## config.mk

```make
export PLATFORM = sky130hd
export DESIGN_NAME = alt_vipcti130_is2vid_sync_generator
export DESIGN_NICKNAME = d
export VERILOG_FILES = /design/src/rtl/alt_vipcti130_is2vid_sync_generator.sv
export SDC_FILE = /design/constraint.sdc
export NUM_CORES = 1
export LEC_CHECK = 0
export BUFFER_PORTS_ARGS = -buffer_cell sky130_fd_sc_hd__buf_2
export CAP_MARGIN = 30
export CORE_MARGIN = 2
export CORE_UTILIZATION = 46
export CTS_BUF_LIST = sky130_fd_sc_hd__clkbuf_16
export DETAILED_ROUTE_END_ITERATION = 10
export GPL_TIMING_DRIVEN = 1
export PLACE_DENSITY = 0.8
export RECOVER_POWER = 100
export SLEW_MARGIN = 10
export SYNTH_ARGS = -nofsm -noshare
export SYNTH_HDL_FRONTEND = slang
export SYNTH_SLANG_ARGS = --single-unit
```

## constraint.sdc

```tcl
create_clock -name clk -period 2 [get_ports clk]
set_input_delay 0.4 -clock clk [delete_from_list [all_inputs] [get_ports clk]]
set_output_delay 0.4 -clock clk [all_outputs]
set_load 0.02 [all_outputs]
```

## src/rtl/alt_vipcti130_is2vid_sync_generator.sv

```systemverilog
// Output-side video timing generator: fixed raster, programmable sync polarity, pixel pull from stream.
// Latency: 1 clk from counter value to every vid_* pin; pix_ready is combinational from state/counters.
// Backpressure: none on timing; the raster never stalls, and a missing pixel in the active region outputs 0 and sets sticky underflow.
//
// Ports:
//   clk, rst                       pixel clock, synchronous active-high reset
//   enable                         run request; a frame in progress always completes
//   pix_data/pix_valid/pix_ready   incoming pixel stream (consumed when valid & ready)
//   underflow_clr                  clears the sticky underflow flag (a new miss wins)
//   vid_data/vid_datavalid         video pixel and active-region marker
//   vid_hsync/vid_vsync            syncs, active level selected by SYNC_POL
//   vid_sof                        1-clk pulse with the first active pixel of a frame
//   underflow                      sticky: active pixel needed while pix_valid was 0
module alt_vipcti130_is2vid_sync_generator #(
  parameter int DATA_W   = 24,
  parameter int CNT_W    = 12,
  parameter int H_ACTIVE = 640,
  parameter int H_FP     = 16,
  parameter int H_SYNC   = 96,
  parameter int H_BP     = 48,
  parameter int V_ACTIVE = 480,
  parameter int V_FP     = 10,
  parameter int V_SYNC   = 2,
  parameter int V_BP     = 33,
  parameter int SYNC_POL = 0
) (
  input  logic              clk,
  input  logic              rst,
  input  logic              enable,
  input  logic [DATA_W-1:0] pix_data,
  input  logic              pix_valid,
  output logic              pix_ready,
  input  logic              underflow_clr,
  output logic [DATA_W-1:0] vid_data,
  output logic              vid_datavalid,
  output logic              vid_hsync,
  output logic              vid_vsync,
  output logic              vid_sof,
  output logic              underflow
);

  localparam int H_TOTAL = H_ACTIVE + H_FP + H_SYNC + H_BP;
  localparam int V_TOTAL = V_ACTIVE + V_FP + V_SYNC + V_BP;

  localparam logic [CNT_W-1:0] H_LAST     = CNT_W'(H_TOTAL - 1);
  localparam logic [CNT_W-1:0] V_LAST     = CNT_W'(V_TOTAL - 1);
  localparam logic [CNT_W-1:0] H_ACT_END  = CNT_W'(H_ACTIVE);
  localparam logic [CNT_W-1:0] V_ACT_END  = CNT_W'(V_ACTIVE);
  localparam logic [CNT_W-1:0] HS_START   = CNT_W'(H_ACTIVE + H_FP);
  localparam logic [CNT_W-1:0] HS_END     = CNT_W'(H_ACTIVE + H_FP + H_SYNC);
  localparam logic [CNT_W-1:0] VS_START   = CNT_W'(V_ACTIVE + V_FP);
  localparam logic [CNT_W-1:0] VS_END     = CNT_W'(V_ACTIVE + V_FP + V_SYNC);
  localparam logic             POL        = 1'(SYNC_POL);

  typedef enum logic {
    IDLE = 1'b0,
    RUN  = 1'b1
  } state_t;

  state_t           state_q;
  state_t           state_d;
  logic [CNT_W-1:0] h_q;
  logic [CNT_W-1:0] v_q;

  logic running;
  logic line_end;
  logic frame_end;
  logic hs_act;
  logic vs_act;
  logic de;

  assign running   = (state_q == RUN);
  assign line_end  = (h_q == H_LAST);
  assign frame_end = line_end && (v_q == V_LAST);

  // vsync uses whole lines, so its edges land on h=0 automatically.
  assign hs_act = running && (h_q >= HS_START) && (h_q < HS_END);
  assign vs_act = running && (v_q >= VS_START) && (v_q < VS_END);
  assign de     = running && (h_q < H_ACT_END) && (v_q < V_ACT_END);

  assign pix_ready = de;

  // Stopping is only allowed on the frame boundary so a frame is never truncated.
  always_comb begin
    state_d = state_q;
    case (state_q)
      IDLE:    if (enable) state_d = RUN;
      RUN:     if (frame_end && !enable) state_d = IDLE;
      default: state_d = IDLE;
    endcase
  end

  always_ff @(posedge clk) begin
    if (rst) begin
      state_q <= IDLE;
    end else begin
      state_q <= state_d;
    end
  end

  // Counters sit at 0 in IDLE, so the first RUN clock presents h=0, v=0.
  always_ff @(posedge clk) begin
    if (rst || !running) begin
      h_q <= '0;
      v_q <= '0;
    end else if (line_end) begin
      h_q <= '0;
      v_q <= frame_end ? '0 : v_q + 1'b1;
    end else begin
      h_q <= h_q + 1'b1;
    end
  end

  always_ff @(posedge clk) begin
    if (rst) begin
      vid_data      <= '0;
      vid_datavalid <= 1'b0;
      vid_hsync     <= ~POL;
      vid_vsync     <= ~POL;
      vid_sof       <= 1'b0;
      underflow     <= 1'b0;
    end else begin
      vid_datavalid <= de;
      vid_hsync     <= ~(hs_act ^ POL);
      vid_vsync     <= ~(vs_act ^ POL);
      vid_sof       <= de && (h_q == '0) && (v_q == '0);
      // A missing active pixel shows as black rather than stalling the raster.
      vid_data      <= (de && pix_valid) ? pix_data : '0;
      if (de && !pix_valid) begin
        underflow <= 1'b1;
      end else if (underflow_clr) begin
        underflow <= 1'b0;
      end
    end
  end

endmodule
```

==> run_results.csv, run 1 <==
group,metric,value,unit
outcome,status,"complete, no violations",
timing,fin_crit_sh,95.9,%
timing,layout_min_cycle_time,1.92,ns
floorplan,start_util,48.3,%
yosys,synthesis.nets,248,
place,gp_congestion,0.882,
place,dp_cells,330,
route,drt_wl_total,4420,um
yosys,ys_warn_count,0,
timing,fin_tns_setup,0,ns
route,num_vias,1736,
route,wl_per_cell,13.1,um
yosys,syn_avg_cell_area,9.89,um^2
yosys,synth_flop_cell,"dfxtp_1",
timing,slew_viol_final,0,
timing,rsz0062_at_grt,"false",
timing,worst_slack,0.0825,ns
place,io_buffers,58,
critical_path,start_kind,"flop",
job,maxCapViolations,0,
route,ant_nets,0,
final_layout,design_area,0.00264,mm^2
grt,grt_overflow_total,0,
floorplan,die_h,71.8,um
final_layout,syn_to_final_growth,24.8,%
worst_hold_path,min_path_type,"in -> reg",
yosys,ys_async_sr_fraction,0,%
route,vias_per_cell,5.14,
final_layout,finalNonFillerCells,338,
yosys,netlist_area,0.00212,mm^2
route,first_pass_iters,4,
yosys,synth-adder-area-share,2.96,%
route,drt_iter0_drc,90,
final_layout,mostFrequentLayoutCell,"dfxtp_1",
final_layout,drive_gt1_share,21.3,%
timing,setup_viol,0,
cts,cts_tree,"built",
floorplan,ios,59,
timing,clock_skew,0.00329,ns
final_layout,post-route-util,60.3,%
pwr,ir_worst_vdd,0.000370,V
cts,cts_sinks,54,
final_layout,nNetsFinal,320,
place,dpl-instance-area,0.00254,mm^2
place,dpl.hpwl,3260,um
critical_path,cp_max_fo,7,
grt,antenna_found_initial,0,
yosys,synth-compound-area-share,5.67,%
critical_path,crit_type,"reg -> reg",
cts,numCtsBuffers,5,
pwr,power,2.06,mW
timing,finalHoldViolations,0,
floorplan,die_area,0.00516,mm^2
yosys,synth-xor-area-share,5.79,%
route,post-route-drc-count,0,
critical_path,arrival,2.09,ns
yosys,synth_seq_cells,54,
floorplan,die_x,71.8,um
grt,grt_usage,17.4,%
timing,clock.fmax,0.522,GHz
yosys,muxShareOfSynthArea,0.946,%
final_layout,final_cell_mix,"dfxtp_1 (53), clkbuf_1 (31), buf_2 (29)",
critical_path,worstSetupStartpoint,"h_q[11]",
place,pre_cts_ws,0.0752,ns
yosys,yosysUniqueCellTypes,41,
critical_path,critPathRequiredTime,2.17,ns
cts,clock_latency,0.29,ns
yosys,synth_top_family_by_area,"simple AND/OR/NAND/NOR gates",
cts,htreeDepth,2,
cts,clk_pin_slew_worst_paths,0.07,ns
final_layout,antenna_cells,0,
yosys,synth-simple-area-share,30.0,%
grt,grt_pass1_vias,1554,
critical_path,cp-end-kind,"flop",
yosys,postSynthCellCount,214,
yosys,synth_edf_count,0,
worst_hold_path,min_from,"pix_data[18]",
grt,grt_max_degree,25,
timing,timing.hold.ws,0.304,ns
timing,worst_pin_slew,0.454,ns
critical_path,regToRegStartpoint,"h_q[11]",
floorplan,placement_rows,24,
cts,clock_path_buffers,2,
floorplan,fp.coreArea,0.00438,mm^2
grt,grt_pass1_wl,7010,um
cts,clock-root-buffer,"clkbuf_16",
yosys,yosysSeqAreaShare,51.1,%
pwr,p_leak,1.01,nW
pwr,pwr_density_cell,778,mW/mm^2
cts,ctsHoldBuffers,0,
timing,max_slew_margin,69.5,%
-- routing by layer --
metal  track usage, %  wire [um]  vias to the layer above
li1                 -          -                      889
met2             28.4       2170                       45
met5                0          0                        -
met4             6.08         62                        0
met1             22.1       1940                      793
met3             5.06        255                        9
-- cell families (layout without fill, tap and decap cells) --
group,count (synthesis),after routing
flip-flops,54,54
adder cells (fa/ha/maj),5,5
XOR/XNOR,14,14
AO/OA/AOI/OAI,18,19
multiplexers,2,2
buffers and inverters,17,88
AND/OR/NAND/NOR,104,104
-- registers in the layout (all words and copies together) (netlist names) --
register       flops
running            1
vid_vsync          1
vid_sof            1
v_q               12
h_q               12
vid_hsync          1
vid_datavalid      1
underflow          1
vid_data          24
-- power breakdown --
group | internal, mW | leakage, nW | switching, mW | total, mW
sequential | 1.10 | 0.438 | 0.00795 | 1.10
clock | 0.457 | 0.0619 | 0.372 | 0.829
combinational | 0.0521 | 0.505 | 0.0700 | 0.122
total | 1.60 | 1.01 | 0.450 | 2.06
-- critical path, cell delays in order (launching register included) --
cell and delay [ns]:
dfxtp_1 0.32, or4_4 0.59, or3_2 0.55, o21ai_4 0.25, o21ai_1 0.09
-- path summary, 6_finish.rpt --
kind         slack [ns]      endpoint  depth (start not counted)
max                0.08       running                          4
min                0.30  vid_data[18]                          2
max reg2reg        0.08       running                          4
min reg2reg        0.48        h_q[0]                          1
-- synthesized netlist by cell type, types with 4 or more instances --
master	n	area [um^2]
clkbuf_1	6	22.5
inv_1	8	30.0
nor3_1	5	25.0
xor2_1	8	70.1
dfxtp_1	54	1080
nand3_1	9	45.0
nand4_1	8	50.1
nor4_1	6	37.5
xnor2_1	6	52.6
nor2_1	18	67.6
and2_1	24	150
nand2_1	5	18.8
o21ai_0	6	30.0
ha_1	5	62.6
a21oi_1	4	20.0
-- cell type report --
class / count / area, um^2
Timing Repair Buffer: 73 / 354
Inverter: 8 / 30.0
Multi-Input combinational cell: 144 / 971
Clock inverter: 2 / 15.0
Fill cell: 384 / 1740
Sequential cell: 54 / 1080
Tap cell: 52 / 65.1
Clock buffer: 5 / 125
-- what timing repair did --
item,4_1_cts,5_1_grt
endpoints found under the setup margin,0,4
buffers inserted,0,0
gates resized for setup,0,1
Power figures use the tool's default switching activity.
==> inputs of run 2 (changes only) <==
--- a/config.mk
+++ b/config.mk
@@ -8,11 +8,11 @@
 export BUFFER_PORTS_ARGS = -buffer_cell sky130_fd_sc_hd__buf_2
 export CAP_MARGIN = 30
 export CORE_MARGIN = 2
-export CORE_UTILIZATION = 46
+export CORE_UTILIZATION = 55
 export CTS_BUF_LIST = sky130_fd_sc_hd__clkbuf_16
 export DETAILED_ROUTE_END_ITERATION = 10
 export GPL_TIMING_DRIVEN = 1
-export PLACE_DENSITY = 0.8
+export PLACE_DENSITY = 0.88
 export RECOVER_POWER = 100
 export SLEW_MARGIN = 10
 export SYNTH_ARGS = -nofsm -noshare
==> constraint.sdc (replaced) <==
create_clock -name clk -period 2.37 [get_ports clk]
set_input_delay 0.474 -clock clk [delete_from_list [all_inputs] [get_ports clk]]
set_output_delay 0.474 -clock clk [all_outputs]
set_load 0.02 [all_outputs]
==> run 2 against run 1 <==
Against the previous run:
- power fell by 16%
- final cell count is 5.0% lower
- fmax down 12%
- die area shrank 15%
- via count down 0.29%
- global-route usage increased by 5.0 points
- design area decreased by 4.6%
- critical path type unchanged
==> run_results.csv, run 2 (synthesized netlist as in run 1, its figures left out) <==
group,metric,value,unit
worst_hold_path,min_path_type,"in -> reg",
grt,top_usage_layer,"met2",
critical_path,worstSetupStartpoint,"h_q[7]",
floorplan,die_h,66.0,um
grt,grt_pass1_vias,1689,
route,ant_nets,0,
timing,setup_viol,0,
job,maxCapViolations,0,
timing,fin_tns_setup,0,ns
critical_path,regToRegStartpoint,"h_q[7]",
critical_path,arrival,2.33,ns
timing,slew_viol_final,0,
timing,clock.fmax,0.460,GHz
route,wl_per_cell,13.7,um
final_layout,mostFrequentLayoutCell,"dfxtp_1",
cts,clk_pin_slew_worst_paths,0.06,ns
floorplan,die_area,0.00436,mm^2
critical_path,r2r_slack,0.20,ns
outcome,status,"complete, no violations",
grt,use_met2,36.0,%
final_layout,regMostFlops,"vid_data",
worst_hold_path,whs_path_depth,2,
cts,cts_sinks,54,
floorplan,placement_rows,22,
floorplan,die_x,66.0,um
final_layout,largest_reg_flops,24,
critical_path,reg2reg_to,"running",
cts,numCtsBuffers,5,
cts,cts_resized,0,
route,drt_iter0_drc,66,
critical_path,cp-end-kind,"flop",
worst_hold_path,hold_end,"vid_data[18]",
place,gp_congestion,0.847,
cts,clock-root-buffer,"clkbuf_16",
cts,htreeDepth,2,
worst_hold_path,min_from,"pix_data[18]",
cts,clock_latency,0.29,ns
route,drt_wl_total,4410,um
pwr,ir_worst_vdd,0.000543,V
critical_path,r2r_cells,4,
final_layout,syn_to_final_growth,19.0,%
timing,max_slew_margin,52.8,%
place,dp_cells,314,
floorplan,fp.coreArea,0.00369,mm^2
route,num_vias,1731,
timing,worst_pin_slew,0.702,ns
final_layout,final_cell_mix,"dfxtp_1 (54), clkbuf_1 (31), buf_2 (28)",
critical_path,start_kind,"flop",
timing,clock_skew,0.00471,ns
place,io_buffers,58,
timing,finalHoldViolations,0,
cts,clock_path_buffers,2,
route,first_pass_iters,4,
grt,use_met1,25.8,%
route,vias_per_cell,5.39,
floorplan,ios,59,
critical_path,cp_max_fo,9,
final_layout,nNetsFinal,307,
final_layout,reg_top3,"vid_data x24, h_q x12, v_q x12",
grt,antenna_found_initial,0,
grt,grt_usage,22.5,%
grt,grt_pass1_wl,7340,um
grt,grt_max_degree,21,
pwr,p_leak,0.938,nW
critical_path,crit_type,"reg -> reg",
final_layout,finalNonFillerCells,321,
timing,layout_min_cycle_time,2.17,ns
pwr,pwr_density_cell,685,mW/mm^2
timing,rsz0062_at_grt,"false",
critical_path,critPathRequiredTime,2.53,ns
floorplan,start_util,57.4,%
final_layout,antenna_cells,0,
grt,use_met3,9.71,%
grt,grt_overflow_total,0,
route,post-route-drc-count,0,
cts,cts_tree,"built",
cts,postCtsSetupBuffers,0,
cts,ctsHoldBuffers,0,
final_layout,drive_gt1_share,16.5,%
timing,fin_crit_sh,91.7,%
place,dpl.hpwl,3270,um
run 2: cell count changes in the layout (fill, tap and decap cells not counted), sizes merged:
cell	delta
buf	-11
o21ai	-1
clkbuf	-1
run 2: how the worst max path moves through the flow:
stage               to  slack [ns]  cells past startpoint
2_1_floorplan  v_q[10]        0.29                      5
3_3_place_gp    v_q[1]        0.30                      4
3_5_place_dp    v_q[1]        0.21                      4
4_1_cts         v_q[1]        0.21                      4
5_1_grt        running        0.09                      4
6_report       running        0.20                      4
run 2: cell type report:
cell class                      instances  area, um^2
Fill cell                             301        1170
Sequential cell                        54        1080
Clock inverter                          2        15.0
Multi-Input combinational cell        143         940
Inverter                                8        30.0
Tap cell                               48        60.1
Timing Repair Buffer                   61         269
Clock buffer                            5         125
run 2: per-layer routing:
metal / part of all wire [%] / vias up
met3: 8.5 / 11
met5: 0 / -
met1: 43 / 781
met2: 46 / 80
li1: - / 859
met4: 2.5 / 0
run 2: through the flow:
step / hold slack [ns] / util [%] / worst slack (ns) / area, um^2 / power, mW
floorplan: 0.437 / - / 0.294 / 2120 / 1.01
global placement: 0.453 / 66.2 / 0.300 / 2440 / 1.05
detailed placement: 0.492 / 66.2 / 0.212 / 2440 / 1.06
CTS: 0.375 / 70.0 / 0.208 / 2580 / 1.74
global route: 0.376 / 68.3 / 0.0927 / 2520 / 1.79
finish: 0.378 / 68.3 / 0.196 / 2520 / 1.73
run 2: critical path, stage by stage (launching register included):
cell and delay (ns):
dfxtp_1 0.37, or4_4 0.58, or3_2 0.55, o21ai_2 0.43
o21ai_1 0.12
run 2: report_power, final:
part           switching (mW)  leakage (nW)  internal [mW]  total, mW
Combinational          0.0601         0.439         0.0396     0.0997
Sequential            0.00714         0.438          0.925      0.932
Clock                   0.310        0.0619          0.385      0.695
Total                   0.377         0.938           1.35       1.73
